### src/rtl/pwm_duty_ramp.sv
// pwm_duty_ramp: slews the pwm duty word toward a target once per PWM period (optional PWM_RAMP_PRESCALE_EN slows updates to every PRESCALE-th period).
module pwm_duty_ramp #(
  parameter int N = 9
`ifdef PWM_RAMP_PRESCALE_EN
  , parameter int PRESCALE = 4
`endif
) (
  input  logic         clk,
  input  logic         reset,
  input  logic [N-1:0] target,
  input  logic         target_valid,
  input  logic [N-1:0] step,
  input  logic         hold,
  output logic [N-1:0] duty,
  output logic         period_tick,
  output logic         ramping,
  output logic         at_target
);
  typedef enum logic [1:0] {IDLE, UP, DOWN} state_t;
  state_t state, state_next;
  logic [N-1:0] cnt, tgt_reg, tgt_next, duty_next, up_val, dn_val;
  logic [N:0] sum, diff;
  logic upd;
  assign period_tick = &cnt;
  assign ramping = state != IDLE;
  assign at_target = state == IDLE;
`ifdef PWM_RAMP_PRESCALE_EN
  logic [7:0] psc;
  logic psc_last;
  assign psc_last = psc == 8'(PRESCALE - 1);
  always_ff @(posedge clk)
    if (reset) psc <= '0;
    else if (period_tick) psc <= psc_last ? '0 : psc + 8'd1;
  assign upd = period_tick && !hold && psc_last;
`else
  assign upd = period_tick && !hold;
`endif
  // N+1-bit sum/difference so overshoot past the target or the rails clamps instead of wrapping
  always_comb begin
    sum = {1'b0, duty} + {1'b0, step};
    diff = {1'b0, duty} - {1'b0, step};
    up_val = (sum >= {1'b0, tgt_reg}) ? tgt_reg : sum[N-1:0];
    dn_val = (diff[N] || diff <= {1'b0, tgt_reg}) ? tgt_reg : diff[N-1:0];
    tgt_next = target_valid ? target : tgt_reg;
    duty_next = !upd ? duty : (step == '0) ? tgt_reg : (duty < tgt_reg) ? up_val : (duty > tgt_reg) ? dn_val : duty;
    state_next = (duty_next < tgt_next) ? UP : (duty_next > tgt_next) ? DOWN : IDLE;
  end
  always_ff @(posedge clk)
    if (reset) begin
      cnt <= '0;
      tgt_reg <= '0;
      duty <= '0;
      state <= IDLE;
    end else begin
      cnt <= cnt + 1'b1;
      tgt_reg <= tgt_next;
      duty <= duty_next;
      state <= state_next;
    end
endmodule

### config.mk
export PLATFORM = sky130hd
export DESIGN_NAME = pwm_duty_ramp
export DESIGN_NICKNAME = d
export VERILOG_FILES = /design/src/rtl/pwm_duty_ramp.sv
export SDC_FILE = /design/constraint.sdc
export NUM_CORES = 1
export LEC_CHECK = 0
export BUFFER_PORTS_ARGS = -buffer_cell sky130_fd_sc_hd__buf_2
export CAP_MARGIN = 20
export CORE_MARGIN = 1
export CORE_UTILIZATION = 35
export CTS_CLUSTER_SIZE = 20
export DETAILED_ROUTE_END_ITERATION = 6
export PLACE_DENSITY_LB_ADDON = 0.12
export SYNTH_ARGS = -nofsm -noshare
export SYNTH_HDL_FRONTEND = slang
export SYNTH_SLANG_ARGS = --single-unit
### constraint.sdc
create_clock -name clk -period 6.7 [get_ports clk]
set_clock_uncertainty 0.15 [all_clocks]
set_input_delay 1.005 -clock clk [delete_from_list [all_inputs] [get_ports clk]]
set_output_delay 1.005 -clock clk [all_outputs]
set_load 0.01 [all_outputs]
==> out/results.tsv <==
metric	value	unit
Max clock buf depth	2	
CP Max Fanout	6	
Tot GR Track Use	0.204	
r2r endpoint	state[1]	
Startpoint Class	primary input	
PortBufs	33	
die width	99.2	microns
n_diodes	0	
Main synth FF type	dfxtp_1	
area grow syn2layout	11.0	%
final instance area	3670	sq um
routability cong.	0.877	
crit path to	state[1]	
Synth async-reset ratio	0	
initial core utilization	0.359	
Synth area leaders	ha_1 22%, dfxtp_1 18%, nor2_1 5.2%, a21oi_1 3.8%, nand2_1 3.0%	
pwr/cell area	142	nW/um^2
CTS resizes	0	
post-CTS setup buffers	0	
row count	35	
post-route setup TNS	0	ns
EDFF count, synth	0	
CP most frequent cell	o21a_1	
max-cap violation count	0	
Antenna Nets Post-Route	0	
slowest CP cell	o41ai_1	
crit end category	flop	
# IOs	34	
Pre-antenna DRT Iters	4	
DIE AREA	9840	sq um
first-pass GRT wire length	15.8	mm
most frequent cell after synthesis	ha_1	
wire per inst	17.0	microns
Critical Path Start	step[2]	
CTS clk-pin slew, worst paths	0.06	ns
Worst Path Arrival	6.14	ns
nets@finish	518	
DRC violation total after the first TritonRoute iteration	186	
Hold Crit Depth	1	
core footprint	9200	sq um
total grt overflow	0	
CP Class	in2reg	
status	complete, no violations	
H-tree Lvls	2	
reg-to-reg slack, setup	0.96	ns
post-synthesis average cell area	8.10	sq um
Num CTS Buffers	5	
r2r startpoint	duty[2]	
period utilization	0.912	
Reg2Reg Depth	24	
slowest stage delay, CP	0.54	ns
top cell type's share of synthesized area	0.216	
Worst Path Required	6.72	ns
vias per cell	5.46	
Post-Syn Area	3310	sq um
sequential area share after synthesis	0.176	
worst-margin pin slew	0.795	ns
pin count of the biggest net entering global routing	33	
most frequent cells after synthesis	57 x ha_1, 46 x nor2_1, 29 x dfxtp_1, 26 x nand2_1	
die height	99.2	microns
# hold bufs at CTS	0	
synthesized net count	489	
leakage	0.00161	uW
Rel. slew slack	0.469	
max-slew violation count	0	
dominant cell type by area after synthesis	ha_1	
maximum VDD drop	0.118	mV
Synth Warn #	0	
Final setup viols	0	
Final min period	6.11	ns
clock insertion delay at the later pin of the skew report	0.27	ns
post-synthesis cell count	408	
Routed WL	9.32	mm
Max Fclk	164	MHz
CTS tree	done	
HP Class	reg2reg	
root buffer cell	clkbuf_8	
final hold violations	0	
flops & latches, synth	29	
initial antenna violation count	0	
DP HPWL	7.59	mm
Via Count	2995	
layout cells sized above 1	0.158	
DRC viols	0	
post-synth cell types	68	
vias in the first global route	3057	
Clock Sinks	29	
Cell Area, Placed	3550	sq um
RSZ-0062 raised after global routing	false	
==> kinds of logic after synthesis <==
family          Yosys count  share of synthesized area
simple gates            145                      0.216
mux                      12                     0.0379
buf+inv                  37                     0.0469
flops                    29                      0.176
xor+xnor                 17                     0.0450
fa+ha+maj                59                      0.228
compound gates          109                      0.251
==> routing by layer <==
layer  vias to the layer above  wire length (microns)  part of all wire  GRT usage
li1                       1553                      -                 -          -
met1                      1376                   4590              0.49      0.281
met2                        60                   4350              0.47      0.338
met3                         6                    271             0.029     0.0225
met4                         0                    102             0.011     0.0588
met5                         -                      0                 0          0
==> where the power goes <==
part           leakage (uW)  internal [uW]  switching, uW
clock network     0.0000585            121           67.1
registers          0.000236            178           5.39
logic               0.00132           58.5           90.4
==> final cells by class <==
class / count / area, sq um
clock buffers: 7 / 86.3
clock inverters: 1 / 30.0
fillers: 997 / 5530
inverters: 26 / 97.6
multi-input cells: 342 / 2570
flip-flops and latches: 29 / 581
well taps: 111 / 139
repair buffers: 33 / 165
==> cell usage in the layout, fill, tap and decap left out, types with 3 or more instances in the layout <==
cell,instances
o31ai_1,4
nor2b_1,10
a221o_1,3
inv_1,25
mux2i_1,8
nand3b_1,4
a21oi_1,25
nor2_1,46
buf_2,33
o21ai_0,16
ha_1,57
o21a_1,6
a211oi_1,8
clkbuf_8,6
a31oi_1,3
xnor2_1,10
o41ai_2,3
nand3_1,19
nand2b_1,6
nor3_1,14
xor2_1,7
o21ai_1,10
o211ai_1,3
nand4_1,5
nand2_1,26
dfxtp_1,29
==> how the worst min path moves through the flow <==
stage               startpoint      to
floorplan               cnt[0]  cnt[0]
global placement        cnt[0]  cnt[0]
detailed placement      cnt[0]  cnt[0]
CTS                     cnt[0]  cnt[0]
global route            cnt[0]  cnt[0]
finish                  cnt[0]  cnt[0]
==> critical path: cells and delay by family <==
family | cells | cell delay (ns)
simple gates | 2 | 0.36
compound gates | 15 | 2.83
mux | 1 | 0.33
fa+ha+maj | 3 | 0.90
xor+xnor | 1 | 0.36
buf+inv | 4 | 0.36
==> per-stage QoR <==
stage	util	hold slack, ns	cells	setup WS [ns]	power, uW
4_1_cts	0.399	0.306	549	0.569	528
2_1_floorplan	-	0.268	408	1.31	293
3_5_place_dp	0.386	0.290	541	0.301	335
6_report	0.399	0.301	549	0.587	520
5_1_grt	0.399	0.328	549	0.188	553
3_3_place_gp	0.386	0.283	541	0.336	335
(Power assumes the default switching activity.)
